File: src/rtl/decode_stage.sv
// RV32I decode stage: combinational instruction decode plus the ID/EX pipeline
// register, with load-use bubble insertion and flush.
module decode_stage #(
  parameter int unsigned WD_SIZE        = 32,
  parameter int unsigned INSTR_REG_SIZE = 5
) (
  input  logic                      clk,
  input  logic                      reset_n,
  input  logic                      flush,
  input  logic                      if_valid,
  input  logic [31:0]               if_instr,
  input  logic [WD_SIZE-1:0]        if_pc,
  output logic                      if_ready,
  output logic [INSTR_REG_SIZE-1:0] rs1,
  output logic [INSTR_REG_SIZE-1:0] rs2,
  input  logic [WD_SIZE-1:0]        rs1_data,
  input  logic [WD_SIZE-1:0]        rs2_data,
  input  logic                      ex_ready,
  output logic                      ex_valid,
  output logic [WD_SIZE-1:0]        ex_pc,
  output logic [WD_SIZE-1:0]        ex_rs1_data,
  output logic [WD_SIZE-1:0]        ex_rs2_data,
  output logic [WD_SIZE-1:0]        ex_imm,
  output logic [INSTR_REG_SIZE-1:0] ex_rd,
  output logic [INSTR_REG_SIZE-1:0] ex_rs1,
  output logic [INSTR_REG_SIZE-1:0] ex_rs2,
  output logic [6:0]                ex_opcode,
  output logic [2:0]                ex_funct3,
  output logic                      ex_funct7b5,
  output logic                      ex_reg_write,
  output logic                      ex_mem_read,
  output logic                      ex_mem_write,
  output logic                      ex_branch,
  output logic                      ex_jump,
  output logic                      ex_illegal
);

  typedef enum logic [6:0] {
    OPC_LUI    = 7'b0110111,
    OPC_AUIPC  = 7'b0010111,
    OPC_JAL    = 7'b1101111,
    OPC_JALR   = 7'b1100111,
    OPC_BRANCH = 7'b1100011,
    OPC_LOAD   = 7'b0000011,
    OPC_STORE  = 7'b0100011,
    OPC_OPIMM  = 7'b0010011,
    OPC_OP     = 7'b0110011
  } opcode_e;

  typedef struct packed {
    logic [WD_SIZE-1:0]        pc;
    logic [WD_SIZE-1:0]        rs1_data;
    logic [WD_SIZE-1:0]        rs2_data;
    logic [WD_SIZE-1:0]        imm;
    logic [INSTR_REG_SIZE-1:0] rd;
    logic [INSTR_REG_SIZE-1:0] rs1;
    logic [INSTR_REG_SIZE-1:0] rs2;
    logic [6:0]                opcode;
    logic [2:0]                funct3;
    logic                      funct7b5;
    logic                      reg_write;
    logic                      mem_read;
    logic                      mem_write;
    logic                      branch;
    logic                      jump;
    logic                      illegal;
  } slot_t;

  logic [31:0]               imm32;
  logic                      uses_rs1, uses_rs2, writes_rd;
  logic                      is_load, is_store, is_branch, is_jump, is_illegal;
  logic [INSTR_REG_SIZE-1:0] rd_dec;
  logic                      hazard, adv;
  slot_t                     dec;
  slot_t                     slot_q, slot_d;
  logic                      valid_q, valid_d;

  assign rs1 = INSTR_REG_SIZE'(if_instr[19:15]);
  assign rs2 = INSTR_REG_SIZE'(if_instr[24:20]);

  always_comb begin
    imm32      = '0;
    uses_rs1   = 1'b0;
    uses_rs2   = 1'b0;
    writes_rd  = 1'b0;
    is_load    = 1'b0;
    is_store   = 1'b0;
    is_branch  = 1'b0;
    is_jump    = 1'b0;
    is_illegal = 1'b0;
    case (if_instr[6:0])
      OPC_LUI, OPC_AUIPC: begin
        imm32     = {if_instr[31:12], 12'b0};
        writes_rd = 1'b1;
      end
      OPC_JAL: begin
        imm32     = {{12{if_instr[31]}}, if_instr[19:12], if_instr[20], if_instr[30:21], 1'b0};
        writes_rd = 1'b1;
        is_jump   = 1'b1;
      end
      OPC_JALR: begin
        imm32     = {{20{if_instr[31]}}, if_instr[31:20]};
        uses_rs1  = 1'b1;
        writes_rd = 1'b1;
        is_jump   = 1'b1;
      end
      OPC_BRANCH: begin
        imm32     = {{20{if_instr[31]}}, if_instr[7], if_instr[30:25], if_instr[11:8], 1'b0};
        uses_rs1  = 1'b1;
        uses_rs2  = 1'b1;
        is_branch = 1'b1;
      end
      OPC_LOAD: begin
        imm32     = {{20{if_instr[31]}}, if_instr[31:20]};
        uses_rs1  = 1'b1;
        writes_rd = 1'b1;
        is_load   = 1'b1;
      end
      OPC_STORE: begin
        imm32     = {{20{if_instr[31]}}, if_instr[31:25], if_instr[11:7]};
        uses_rs1  = 1'b1;
        uses_rs2  = 1'b1;
        is_store  = 1'b1;
      end
      OPC_OPIMM: begin
        imm32     = {{20{if_instr[31]}}, if_instr[31:20]};
        uses_rs1  = 1'b1;
        writes_rd = 1'b1;
      end
      OPC_OP: begin
        uses_rs1  = 1'b1;
        uses_rs2  = 1'b1;
        writes_rd = 1'b1;
      end
      default: is_illegal = 1'b1;
    endcase
  end

  // rd is only meaningful for formats that write it; S/B put immediate bits there.
  assign rd_dec = writes_rd ? INSTR_REG_SIZE'(if_instr[11:7]) : '0;

  always_comb begin
    dec           = '0;
    dec.pc        = if_pc;
    dec.rs1_data  = rs1_data;
    dec.rs2_data  = rs2_data;
    dec.imm       = WD_SIZE'($signed(imm32));
    dec.rd        = rd_dec;
    dec.rs1       = uses_rs1 ? rs1 : '0;
    dec.rs2       = uses_rs2 ? rs2 : '0;
    dec.opcode    = if_instr[6:0];
    dec.funct3    = if_instr[14:12];
    dec.funct7b5  = if_instr[30];
    dec.reg_write = writes_rd & (rd_dec != '0);
    dec.mem_read  = is_load;
    dec.mem_write = is_store;
    dec.branch    = is_branch;
    dec.jump      = is_jump;
    dec.illegal   = is_illegal;
  end

  assign hazard = if_valid & valid_q & slot_q.mem_read & (slot_q.rd != '0) &
                  ((uses_rs1 & (slot_q.rd == rs1)) | (uses_rs2 & (slot_q.rd == rs2)));
  assign adv      = ~valid_q | ex_ready;
  assign if_ready = adv & ~hazard & ~flush;

  always_comb begin
    valid_d = valid_q;
    slot_d  = slot_q;
    if (flush) begin
      valid_d = 1'b0;
    end else if (adv) begin
      if (hazard) begin
        valid_d = 1'b0;
      end else begin
        valid_d = if_valid;
        if (if_valid) slot_d = dec;
      end
    end
  end

  always_ff @(posedge clk) begin
    if (!reset_n) begin
      valid_q <= 1'b0;
      slot_q  <= '0;
    end else begin
      valid_q <= valid_d;
      slot_q  <= slot_d;
    end
  end

  assign ex_valid     = valid_q;
  assign ex_pc        = slot_q.pc;
  assign ex_rs1_data  = slot_q.rs1_data;
  assign ex_rs2_data  = slot_q.rs2_data;
  assign ex_imm       = slot_q.imm;
  assign ex_rd        = slot_q.rd;
  assign ex_rs1       = slot_q.rs1;
  assign ex_rs2       = slot_q.rs2;
  assign ex_opcode    = slot_q.opcode;
  assign ex_funct3    = slot_q.funct3;
  assign ex_funct7b5  = slot_q.funct7b5;
  assign ex_reg_write = slot_q.reg_write;
  assign ex_mem_read  = slot_q.mem_read;
  assign ex_mem_write = slot_q.mem_write;
  assign ex_branch    = slot_q.branch;
  assign ex_jump      = slot_q.jump;
  assign ex_illegal   = slot_q.illegal;

endmodule
File: config.mk
export PLATFORM = sky130hd
export DESIGN_NAME = decode_stage
export DESIGN_NICKNAME = d
export VERILOG_FILES = /design/src/rtl/decode_stage.sv
export SDC_FILE = /design/constraint.sdc
export NUM_CORES = 1
export LEC_CHECK = 0
export ABC_AREA = 1
export ABC_CLOCK_PERIOD_IN_PS = 1600
export CAP_MARGIN = 0
export CORE_AREA = 3 3 138 140
export CTS_BUF_LIST = sky130_fd_sc_hd__clkbuf_4
export CTS_CLUSTER_DIAMETER = 40
export DETAILED_ROUTE_END_ITERATION = 10
export DIE_AREA = 0 0 141 143
export PLACE_DENSITY = 0.83
export SYNTH_ARGS = -nofsm -noshare
export SYNTH_HDL_FRONTEND = slang
export SYNTH_SLANG_ARGS = --single-unit
File: constraint.sdc
create_clock -name clk -period 1.6 [get_ports clk]
set_input_delay 0.32 -clock clk [delete_from_list [all_inputs] [get_ports clk]]
set_output_delay 0.32 -clock clk [all_outputs]
set_load 0.02 [all_outputs]
# Yosys cells after proc, flatten, opt, wreduce, memory -nomap -nowiden
# Index checks and enable logic that the tools add are counted.
# word_totals
latch_bits	0
n_memories	0
regBits	161
word_cells	67
romBits	0
ram_bits	0
# op_classes
bitwise_logic	15
n_eq_ne	11
n_shift	0
div_mod_pow	0
reduce_logical	11
muxes	13
multipliers	0
magnitude_cmp	0
n_addsub	0
# op_table
cell	count
$pmux 32 s5	1
$eq 7x6->1 const B	3
$eq 7x7->1 const B	3
$mux 5	3
$eq 7x5->1 const B	2
$eq 5x5->1	2
$reduce_bool 5->1	2
$and 1x1->1	9
$mux 1	9
$reduce_or 9->1	1
$eq 7x2->1 const B	1
$reduce_or 7->1	1
$reduce_or 2->1	3
$reduce_or 3->1	2
$reduce_or 6->1	1
$not 1->1	4
$reduce_and 4->1	1
$or 1x1->1	2

# Longest topological paths before layout
# Gate-level depths: netlist of the first run.
# depth
ltp_word	9
mapped_depth	14

# Worst setup path after synthesis of the first run
# Ideal clock, no wire load.
# synth_path
path_type	reg2out
from	reg valid_q, in the netlist ex_valid
to	out if_ready
stages_incl_launch_ff	7
n_path_buf	2
arrival_ns	1.830
required_ns	1.280
slack_ns	-0.550
path_cell_list	dfxtp_1 > inv_1 > nor2_1 > nor2_1 > clkbuf_1 > clkbuf_1 > a21boi_0
# synth_between
elab_chain_cells	7
elab_cells_between_ends	9
# synth_rtl
element	line	rtl
start, declared	76	logic valid_q, valid_d;
start signal, assigned	187	valid_q <= valid_d;
$and 1x1->1 (4 in a row)	162	assign hazard = if_valid & valid_q & slot_q.mem_read & (slot_q.rd != '0) &
$not 1->1 (no line)	-	
$and 1x1->1 (*) (2 in a row)	165	assign if_ready = adv & ~hazard & ~flush;
end, declared	13	output logic if_ready,
# Every way passes the cells marked *; elsewhere a longest branch is shown, timed or not.

# Worst setup path after layout of the first run
# layout_path
from	in if_instr[2]
to	reg slot_q, in the netlist ex_pc[19]
# layout_between
elab_chain_cells	8
elab_cells_between_ends	16
# layout_rtl
element	line	rtl
start, declared	11	input logic [31:0] if_instr,
$eq 7x6->1 (tied with other cells)	91	case (if_instr[6:0])
$reduce_or 6->1 (no line) / $reduce_or 3->1 (equally long branches)	-	
$mux 1	91	
$and 1x1->1	163	((uses_rs1 & (slot_q.rd == rs1)) | (uses_rs2 & (slot_q.rd == rs2)));
$or 1x1->1 (*)	163	
$and 1x1->1 (*)	162	
$not 1->1 (no line) (*)	-	
$reduce_and 4->1 (no line) (*)	-	
end signal, assigned	188	slot_q <= slot_d;
end, declared	75	slot_t slot_q, slot_d;
# Marked as above.
# A chain may end at the register's enable or synchronous reset.

==> impl_results.html, run 1 <==
<table>
<tr><th>Metric</th><th>Value</th></tr>
<tr><th colspan="2">Worst hold path</th></tr>
<tr><td>Hold path endpoint</td><td>ex_opcode[4]</td></tr>
<tr><td>Worst min path class</td><td>input port to flop</td></tr>
<tr><td>Hold wc startpoint</td><td>if_instr[4]</td></tr>
<tr><td>Cell depth of the worst hold path</td><td>3</td></tr>
<tr><th colspan="2">Outcome</th></tr>
<tr><td>Violated checks</td><td>negative setup slack</td></tr>
<tr><td>Outcome</td><td>complete, but fails checks</td></tr>
<tr><th colspan="2">Placement</th></tr>
<tr><td>Cell count after placement</td><td>1,446</td></tr>
<tr><td>Number of input and output port buffers inserted</td><td>304</td></tr>
<tr><td>Total half-perimeter wirelength after legalization and detailed placement</td><td>17.28 mm</td></tr>
<tr><td>Post-place setup slack</td><td>-1021 ps</td></tr>
<tr><td>Routability cong.</td><td>0.8344</td></tr>
<tr><th colspan="2">Clock tree</th></tr>
<tr><td>Number of clock sinks seen by CTS</td><td>161</td></tr>
<tr><td>CTS H-Tree Depth</td><td>4</td></tr>
<tr><td>Max clock buf depth</td><td>2</td></tr>
<tr><td>Root buffer cell</td><td>clkbuf_4</td></tr>
<tr><td>Clock network latency to the later pin of the worst-skew pair</td><td>580 ps</td></tr>
<tr><td>CTS tree</td><td>done</td></tr>
<tr><td>Clock buffer count from CTS</td><td>17</td></tr>
<tr><td># hold bufs at CTS</td><td>0</td></tr>
<tr><td>Clock-pin slew on the worst setup and hold paths</td><td>150 ps</td></tr>
<tr><th colspan="2">Critical path</th></tr>
<tr><td>Number of cells on the worst reg-to-reg path</td><td>15</td></tr>
<tr><td>Worst r2r dst</td><td>ex_pc[19]</td></tr>
<tr><td>Slowest cell delay on critical path</td><td>580 ps</td></tr>
<tr><td>WP buf/inv</td><td>5</td></tr>
<tr><td>Gate family responsible for the most delay along the worst path</td><td>buffers and inverters</td></tr>
<tr><td>Data arrival time of the critical path</td><td>2570 ps</td></tr>
<tr><td>Critical path class</td><td>input port to flop</td></tr>
<tr><td>R2R setup slack</td><td>-450 ps</td></tr>
<tr><td>Cells along the critical path</td><td>clkdlybuf4s50_1 &gt; nand2_1 &gt; nor2_1 &gt; nand2_1 &gt; nand2_2 &gt; nor2_4 &gt; nor2_4 &gt; buf_4 &gt; nand2_8 &gt; nand3_4 &gt; buf_6 &gt; clkbuf_16 &gt; clkbuf_16 &gt; nand2_4 &gt; a21oi_2</td></tr>
<tr><td>Peak fanout along the critical path</td><td>7</td></tr>
<tr><td>Slowest cell on the critical path</td><td>clkdlybuf4s50_1</td></tr>
<tr><td>Data required time of the critical path</td><td>2100 ps</td></tr>
<tr><td>Origin of the critical flop-to-flop path</td><td>ex_rd[1]</td></tr>
<tr><td>Critical path endpoint category</td><td>flop</td></tr>
<tr><td>Crit path launch type</td><td>input port</td></tr>
<tr><th colspan="2">Floorplanning</th></tr>
<tr><td>Vertical die dimension</td><td>143 µm</td></tr>
<tr><td>Row count</td><td>49</td></tr>
<tr><td>Area enclosed by the die boundary</td><td>0.02016 mm²</td></tr>
<tr><td>Starting density of the core</td><td>38.73%</td></tr>
<tr><td>Die Span X</td><td>141 µm</td></tr>
<tr><td>Floorplan Core Area</td><td>0.01796 mm²</td></tr>
<tr><td>Number of top-level pins</td><td>305</td></tr>
<tr><th colspan="2">Drt</th></tr>
<tr><td>Residual DRC</td><td>0</td></tr>
<tr><td>DR iter-0 viols</td><td>580</td></tr>
<tr><td>Antenna-violating nets left</td><td>0</td></tr>
<tr><td>Total via count after detailed routing</td><td>8,696</td></tr>
<tr><td>Routed length per placed instance</td><td>20.85 µm</td></tr>
<tr><td>Total length of routed wires</td><td>32.37 mm</td></tr>
<tr><td>Vias per cell</td><td>5.603</td></tr>
<tr><td>First drt pass iteration count</td><td>5</td></tr>
<tr><th colspan="2">Pwr</th></tr>
<tr><td>Clk network pwr share</td><td>28.2%</td></tr>
<tr><td>Sw Ratio</td><td>31.79%</td></tr>
<tr><td>Part of the power in registers</td><td>47.2%</td></tr>
<tr><td>Internal</td><td>0.006238 W</td></tr>
<tr><td>Peak ir drop on the vdd network</td><td>601.7 µV</td></tr>
<tr><td>Cell leakage power</td><td>5.443 nW</td></tr>
<tr><td>Switch Pwr</td><td>0.002907 W</td></tr>
<tr><td>Share of power burned in combinational logic</td><td>24.6%</td></tr>
<tr><td>Power Density</td><td>700.0 mW/mm²</td></tr>
<tr><th colspan="2">Timing</th></tr>
<tr><td>Worst slew margin</td><td>60.25%</td></tr>
<tr><td>Worst Setup Slack, final</td><td>-473.7 ps</td></tr>
<tr><td>Setup TNS after final layout</td><td>-60,260 ps</td></tr>
<tr><td>Peak clock frequency supported by timing</td><td>482.2 MHz</td></tr>
<tr><td>Number of hold-slack violations in the final timing report</td><td>0</td></tr>
<tr><td>Skew final</td><td>26.99 ps</td></tr>
<tr><td>Slew Limit Fails</td><td>0</td></tr>
<tr><td>Count of final setup violators</td><td>165</td></tr>
<tr><td>Final clock period utilization by the worst path</td><td>129.6%</td></tr>
<tr><td>Transition time at the pin with the least slew margin</td><td>596.3 ps</td></tr>
<tr><td>Post-layout min period</td><td>2074 ps</td></tr>
<tr><td>Setup repair after global routing missed its margin</td><td>yes</td></tr>
<tr><th colspan="2">Finish</th></tr>
<tr><td>Count of filler cells inserted in the layout</td><td>1,299</td></tr>
<tr><td>Fin util</td><td>72.72%</td></tr>
<tr><td>Count of non-filler cells in the finished layout</td><td>1,552</td></tr>
<tr><td>Fraction of layout instances using a drive strength above 1</td><td>47.69%</td></tr>
<tr><td>Most used cells in the layout excluding fill and tap cells</td><td>139 x nand4_1, 139 x dfxtp_1, 127 x clkdlybuf4s50_1, 113 x a21oi_2, 101 x nand2_1</td></tr>
<tr><td>Sequential Area</td><td>0.003258 mm²</td></tr>
<tr><td>Net total in the final layout</td><td>1,441</td></tr>
<tr><td>Synthesis-to-finish area growth</td><td>87.79%</td></tr>
<tr><td>Area occupied by multi-input gates</td><td>0.004163 mm²</td></tr>
<tr><th colspan="2">Synth</th></tr>
<tr><td>Area of the mapped netlist</td><td>0.006957 mm²</td></tr>
<tr><td>Post-synth EDFFs</td><td>0</td></tr>
<tr><td>Share of flip-flops with an asynchronous set or reset</td><td>0%</td></tr>
<tr><td>Net count of the mapped netlist</td><td>1,068</td></tr>
<tr><td>Number of distinct standard cells referenced by the synthesized netlist</td><td>28</td></tr>
<tr><td>Count of mapped cells out of synthesis</td><td>935</td></tr>
<tr><td>Yosys warns</td><td>0</td></tr>
<tr><td>Sequential fraction of the synthesis area</td><td>46.33%</td></tr>
<tr><td>Synth Area per Inst</td><td>7.440 µm²</td></tr>
<tr><td>Commonest register cell after synthesis</td><td>dfxtp_1</td></tr>
<tr><td>#FFs+latches synth</td><td>161</td></tr>
<tr><th colspan="2">GRT</th></tr>
<tr><td>Vias in the first global route</td><td>7,935</td></tr>
<tr><td>First-pass GRT wire length</td><td>42.27 mm</td></tr>
<tr><td>Total global-route track usage</td><td>26.32%</td></tr>
<tr><td>GR Overflow Total</td><td>0</td></tr>
<tr><td>Antenna violations before repair</td><td>2</td></tr>
<tr><td>Largest net degree at the start of global routing</td><td>55</td></tr>
<tr><th colspan="2">Flow run</th></tr>
<tr><td>Count of max-cap constraint violations</td><td>0</td></tr>
</table>
power by group through the flow:
stage / clock, W / combinational [W] / sequential (W)
after detailed placement: 0 / 0.00176 / 0.00435
after global routing: 0.00279 / 0.00236 / 0.00433
after floorplan: 0 / 0.000629 / 0.00455
final: 0.00258 / 0.00225 / 0.00432
after CTS: 0.00261 / 0.00188 / 0.00427
after global placement: 0 / 0.00174 / 0.00434
cells by family (layout without fill, tap and decap cells):
| family | after synthesis | in the layout | share of synthesized area (%) |
|---|---|---|---|
| simple gates | 425 | 425 | 28.58 |
| compound gates | 186 | 186 | 13.83 |
| flops | 161 | 161 | 46.33 |
| buf+inv | 158 | 544 | 10.63 |
| xor+xnor | 5 | 5 | 0.6295 |
| other cells | 0 | 2 | 0 |
timing repair:
item / in CTS / in global routing
gates cloned: 20 / 27
endpoints found under the setup margin: 333 / 254
gates resized for setup: 563 / 424
setup buffers: 20 / 22
pin swaps: 48 / 117
worst max path at each step:
stage | depth (start not counted) | end | slack (ps) | startpoint
floorplan | 12 | ex_imm[10] | -60 | if_instr[3]
global placement | 10 | if_ready | -1000 | if_instr[3]
detailed placement | 10 | if_ready | -1020 | if_instr[4]
CTS | 6 | if_ready | -430 | ex_rd[0]
global route | 9 | if_ready | -550 | ex_rd[1]
finish | 15 | ex_pc[19] | -470 | if_instr[2]
area by class of cell:
class	instances	area share [%]
timing repair buffer	449	36.88
multi-input combinational	616	31.86
sequential	161	24.94
tap	229	2.193
inverter	63	1.829
clock inverter	13	1.159
clock buffer	19	1.092
antenna	2	0.03831
registers in the layout, indices dropped and copies added (netlist names):
name and flops:
ex_illegal 1, ex_funct7b5 1, ex_rs2 5, ex_rd 5, ex_jump 1, ex_mem_read 1
ex_imm 32, ex_mem_write 1, ex_rs1_data 32, ex_reg_write 1, ex_funct3 3, ex_rs2_data 32
ex_pc 32, ex_opcode 7, ex_branch 1, ex_rs1 5, ex_valid 1
synthesized netlist by cell type, types with 3 or more instances:
cell type	instances	area [µm²]
buf_4	27	202.7
inv_2	3	11.26
inv_1	59	221.5
nand2_1	222	833.3
buf_2	12	60.06
dfxtp_1	161	3223
o22ai_1	4	25.02
a21oi_1	157	785.8
nor2_1	44	165.2
o21ai_0	18	90.09
xor2_1	5	43.79
nor2_2	3	18.77
buf_6	4	45.04
buf_1	10	37.54
nand2_2	3	18.77
nand4_1	139	869.6
clkbuf_1	42	157.7
o21bai_1	3	22.52
nand3_1	10	50.05
per-stage QoR:
stage               hold WS [ps]  cell area [µm²]  total power (W)
global route               248.2            13060         0.009487
global placement           446.8            10540         0.006084
finish                     283.5            13060         0.009145
CTS                        228.7            11900         0.008767
floorplan                  399.3             7066         0.005182
detailed placement         452.1            10540         0.006111
worst reg2reg max path, delay by kind of cell (launching register included):
family | cells | cell delay, ps
AOI/OAI and AO/OA | 1 | 150
and+or+nand+nor | 9 | 750
DFF | 1 | 380
buffers and inverters | 5 | 700
metal layers:
layer	vias to the layer above	global-route usage (%)	share of wire (%)
met5	-	0	0
met4	0	11.32	4.0
met3	98	6.966	8.2
met2	442	44.20	51
met1	4199	31.97	37
li1	3957	-	-
Note: power is estimated with default switching activity, not from simulation.
==> run 2: changes to the inputs <==
--- a/config.mk
+++ b/config.mk
@@ -8,12 +8,13 @@
 export ABC_AREA = 1
 export ABC_CLOCK_PERIOD_IN_PS = 1600
 export CAP_MARGIN = 0
-export CORE_AREA = 3 3 138 140
+export CORE_AREA = 3 3 136 138
 export CTS_BUF_LIST = sky130_fd_sc_hd__clkbuf_4
 export CTS_CLUSTER_DIAMETER = 40
 export DETAILED_ROUTE_END_ITERATION = 10
-export DIE_AREA = 0 0 141 143
-export PLACE_DENSITY = 0.83
+export DIE_AREA = 0 0 139 141
+export DONT_BUFFER_PORTS = 1
+export PLACE_DENSITY = 0.62
 export SYNTH_ARGS = -nofsm -noshare
 export SYNTH_HDL_FRONTEND = slang
 export SYNTH_SLANG_ARGS = --single-unit
==> run 2 against run 1 <==
  * The run ends with negative hold slack, negative setup slack left
  * Cell area decreased by 22%
  * Critical path type is now flop to primary output
  * Via count decreased by 15%
  * Register-to-register slack improved by 20 ps
  * Clock-buffer cell count decreased by 2
==> impl_results.html, run 2 (synthesis results as in run 1) <==
<table>
<tr><th>Metric</th><th>Value</th></tr>
<tr><th colspan="2">Outcome</th></tr>
<tr><td>Outcome</td><td>complete, but fails checks (unchanged)</td></tr>
<tr><td>Violated checks</td><td>negative hold slack, negative setup slack (was negative setup slack)</td></tr>
<tr><th colspan="2">Floorplanning</th></tr>
<tr><td>Starting density of the core</td><td>40.22% (was 38.73%)</td></tr>
<tr><td>Area enclosed by the die boundary</td><td>0.01960 mm² (was 0.02016 mm²)</td></tr>
<tr><td>Die Span X</td><td>139 µm (was 141 µm)</td></tr>
<tr><td>Row count</td><td>48 (was 49)</td></tr>
<tr><td>Vertical die dimension</td><td>141 µm (was 143 µm)</td></tr>
<tr><td>Floorplan Core Area</td><td>0.01730 mm² (was 0.01796 mm²)</td></tr>
<tr><td>Number of top-level pins</td><td>305 (unchanged)</td></tr>
<tr><th colspan="2">Clock tree</th></tr>
<tr><td>Max clock buf depth</td><td>2 (unchanged)</td></tr>
<tr><td>Clock buffer count from CTS</td><td>17 (unchanged)</td></tr>
<tr><td># hold bufs at CTS</td><td>125 (was 0)</td></tr>
<tr><td>Number of clock sinks seen by CTS</td><td>161 (unchanged)</td></tr>
<tr><td>Root buffer cell</td><td>clkbuf_4 (unchanged)</td></tr>
<tr><td>CTS tree</td><td>done (unchanged)</td></tr>
<tr><td>Clock network latency to the later pin of the worst-skew pair</td><td>560 ps (was 580 ps)</td></tr>
<tr><td>Clock-pin slew on the worst setup and hold paths</td><td>150 ps (about the same)</td></tr>
<tr><td>CTS H-Tree Depth</td><td>4 (unchanged)</td></tr>
<tr><th colspan="2">Pwr</th></tr>
<tr><td>Power Density</td><td>810.3 mW/mm² (was 700.0 mW/mm²)</td></tr>
<tr><td>Peak ir drop on the vdd network</td><td>469.8 µV (was 601.7 µV)</td></tr>
<tr><td>Total power of the final layout</td><td>0.008250 W (was 0.009145 W)</td></tr>
<tr><td>Cell leakage power</td><td>4.124 nW (was 5.443 nW)</td></tr>
<tr><th colspan="2">Timing</th></tr>
<tr><td>Setup repair after global routing missed its margin</td><td>yes (unchanged)</td></tr>
<tr><td>Worst Setup Slack, final</td><td>-490.6 ps (was -473.7 ps)</td></tr>
<tr><td>Worst slew margin</td><td>46.86% (was 60.25%)</td></tr>
<tr><td>Count of final setup violators</td><td>162 (was 165)</td></tr>
<tr><td>Slew Limit Fails</td><td>0 (unchanged)</td></tr>
<tr><td>Skew final</td><td>23.70 ps (was 26.99 ps)</td></tr>
<tr><td>Transition time at the pin with the least slew margin</td><td>794.5 ps (was 596.3 ps)</td></tr>
<tr><td>Setup TNS after final layout</td><td>-47,830 ps (was -60,260 ps)</td></tr>
<tr><td>Worst Hold Slack</td><td>-85.20 ps (was 283.5 ps)</td></tr>
<tr><td>Peak clock frequency supported by timing</td><td>478.3 MHz (was 482.2 MHz)</td></tr>
<tr><td>Final clock period utilization by the worst path</td><td>130.7% (was 129.6%)</td></tr>
<tr><td>Number of hold-slack violations in the final timing report</td><td>36 (was 0)</td></tr>
<tr><td>Post-layout min period</td><td>2091 ps (was 2074 ps)</td></tr>
<tr><th colspan="2">GRT</th></tr>
<tr><td>GR Overflow Total</td><td>0 (unchanged)</td></tr>
<tr><td>Antenna violations before repair</td><td>1 (was 2)</td></tr>
<tr><td>First-pass GRT wire length</td><td>39.34 mm (was 42.27 mm)</td></tr>
<tr><td>Total global-route track usage</td><td>25.05% (was 26.32%)</td></tr>
<tr><td>Largest net degree at the start of global routing</td><td>143 (was 55)</td></tr>
<tr><td>Vias in the first global route</td><td>7,189 (was 7,935)</td></tr>
<tr><th colspan="2">Finish</th></tr>
<tr><td>Synthesis-to-finish area growth</td><td>46.35% (was 87.79%)</td></tr>
<tr><td>Fraction of layout instances using a drive strength above 1</td><td>19.22% (was 47.69%)</td></tr>
<tr><td>Most used cells in the layout excluding fill and tap cells</td><td>212 x nand2_1, 156 x dfxtp_1, 139 x nand4_1, 125 x dlygate4sd3_1, 124 x a21oi_1 (was 139 x nand4_1, 139 x dfxtp_1, 127 x clkdlybuf4s50_1, 113 x a21oi_2, 101 x nand2_1)</td></tr>
<tr><td>Count of filler cells inserted in the layout</td><td>1,477 (was 1,299)</td></tr>
<tr><td>Net total in the final layout</td><td>1,228 (was 1,441)</td></tr>
<tr><td>Area occupied by multi-input gates</td><td>0.003254 mm² (was 0.004163 mm²)</td></tr>
<tr><td>Final Instance Area</td><td>0.01018 mm² (was 0.01306 mm²)</td></tr>
<tr><td>Sequential Area</td><td>0.003237 mm² (was 0.003258 mm²)</td></tr>
<tr><td>Most common cell after layout, fill and taps aside</td><td>nand2_1</td></tr>
<tr><th colspan="2">Drt</th></tr>
<tr><td>Total via count after detailed routing</td><td>7,403 (was 8,696)</td></tr>
<tr><td>Routed wire length on met3</td><td>2.638 mm (was 2.659 mm)</td></tr>
<tr><td>Total length of routed wires</td><td>26.67 mm (was 32.37 mm)</td></tr>
<tr><td>Uppermost metal layer occupied by signal nets</td><td>met4 (unchanged)</td></tr>
<tr><td>Residual DRC</td><td>0 (unchanged)</td></tr>
<tr><td>Met1 routed wirelength after detailed routing</td><td>10.31 mm (was 11.99 mm)</td></tr>
<tr><td>DR iter-0 viols</td><td>521 (was 580)</td></tr>
<tr><td>WL met2</td><td>12.59 mm (was 16.43 mm)</td></tr>
<tr><td>Antenna-violating nets left</td><td>0 (unchanged)</td></tr>
<tr><td>Routed length per placed instance</td><td>19.98 µm (was 20.85 µm)</td></tr>
<tr><td>First drt pass iteration count</td><td>5 (unchanged)</td></tr>
<tr><td>Vias per cell</td><td>5.545 (was 5.603)</td></tr>
<tr><th colspan="2">Critical path</th></tr>
<tr><td>Critical path endpoint category</td><td>primary output (was flop)</td></tr>
<tr><td>Origin of the critical flop-to-flop path</td><td>ex_rd[1] (unchanged)</td></tr>
<tr><td>Data arrival time of the critical path</td><td>1770 ps (was 2570 ps)</td></tr>
<tr><td>Data required time of the critical path</td><td>1280 ps (was 2100 ps)</td></tr>
<tr><td>Number of cells on the worst reg-to-reg path</td><td>15 (unchanged)</td></tr>
<tr><td>Start point of the critical path</td><td>ex_valid (was if_instr[2])</td></tr>
<tr><td>Crit path launch type</td><td>flop (was input port)</td></tr>
<tr><td>Critical path class</td><td>flop to primary output (was input port to flop)</td></tr>
<tr><td>Peak fanout along the critical path</td><td>6 (was 7)</td></tr>
<tr><th colspan="2">Placement</th></tr>
<tr><td>Dpl cell area</td><td>0.007438 mm² (was 0.01054 mm²)</td></tr>
<tr><td>Total half-perimeter wirelength after legalization and detailed placement</td><td>15.02 mm (was 17.28 mm)</td></tr>
<tr><td>Post-place setup slack</td><td>-213.1 ps (was -1021 ps)</td></tr>
<tr><td>Routability cong.</td><td>0.8839 (was 0.8344)</td></tr>
<tr><td>Number of input and output port buffers inserted</td><td>0 (was 304)</td></tr>
<tr><th colspan="2">Worst hold path</th></tr>
<tr><td>Worst min path class</td><td>input port to flop (unchanged)</td></tr>
<tr><td>Hold wc startpoint</td><td>if_valid (was if_instr[4])</td></tr>
<tr><td>Cell depth of the worst hold path</td><td>2 (was 3)</td></tr>
<tr><th colspan="2">Flow run</th></tr>
<tr><td>Count of max-cap constraint violations</td><td>0 (unchanged)</td></tr>
</table>
run 2: cell types whose count changed in the layout (fill, tap and decap cells not counted), moves of 17 or more:
cell and change:
a21oi_2 -80, clkdlybuf4s15_2 -75, nand2_2 -45, nand2_4 -66, clkbuf_2 -52, buf_2 -35, a21oi_1 +82, dlygate4sd3_1 +125
nand2_1 +111, dfxtp_2 -17, dfxtp_1 +17, clkdlybuf4s50_1 -127
run 2: what timing repair did:
action	CTS	global route
buffers inserted	20	6
pin swaps	16	6
resized for setup	58	41
endpoints found under the hold margin	160	107
endpoints found under the setup margin	165	164
gates cloned	16	9
run 2: final timing paths:
check	endpoint	slack, ps
setup / recovery	if_ready	-490
hold / removal	ex_pc[3]	-90
setup reg to reg	ex_pc[7]	-430
hold reg to reg	ex_imm[26]	570
run 2: area by class of cell:
type | count | share of cell area (%)
repair buffers | 234 | 28.35
well taps | 225 | 2.765
multi-input cells | 618 | 31.97
clock buffers | 17 | 1.254
inverters | 63 | 2.347
clock inverters | 15 | 1.475
flip-flops and latches | 161 | 31.79
diodes | 2 | 0.04916
run 2: layer usage:
metal	track usage (%)	vias to the layer above
met3	9.362	74
met1	28.54	3451
met2	41.88	377
li1	-	3501
met5	0	-
met4	11.59	0
run 2: critical path: stages, from the launching register on:
cell and delay [ps]:
dfxtp_1 350, inv_1 50, nor2_1 60, nor2_4 270, buf_4 200, a21boi_4 280
run 2: power by group:
| group | leakage [nW] | total, W | switching (W) | internal (W) |
|---|---|---|---|---|
| Combinational | 2.66 | 0.00130 | 0.000617 | 0.000687 |
| Sequential | 1.32 | 0.00450 | 0.000325 | 0.00418 |
| Clock | 0.144 | 0.00244 | 0.00162 | 0.000822 |
run 2: per-stage QoR:
stage / instances / hold WS [ps] / util [%]
finish: 1335 / -85.20 / 58.86
global route: 1335 / -133.6 / 58.86
CTS: 1320 / -138.9 / 56.52
detailed placement: 1129 / 407.5 / 43.00
global placement: 1129 / 403.8 / 43.00
floorplan: 935 / 399.3 / -
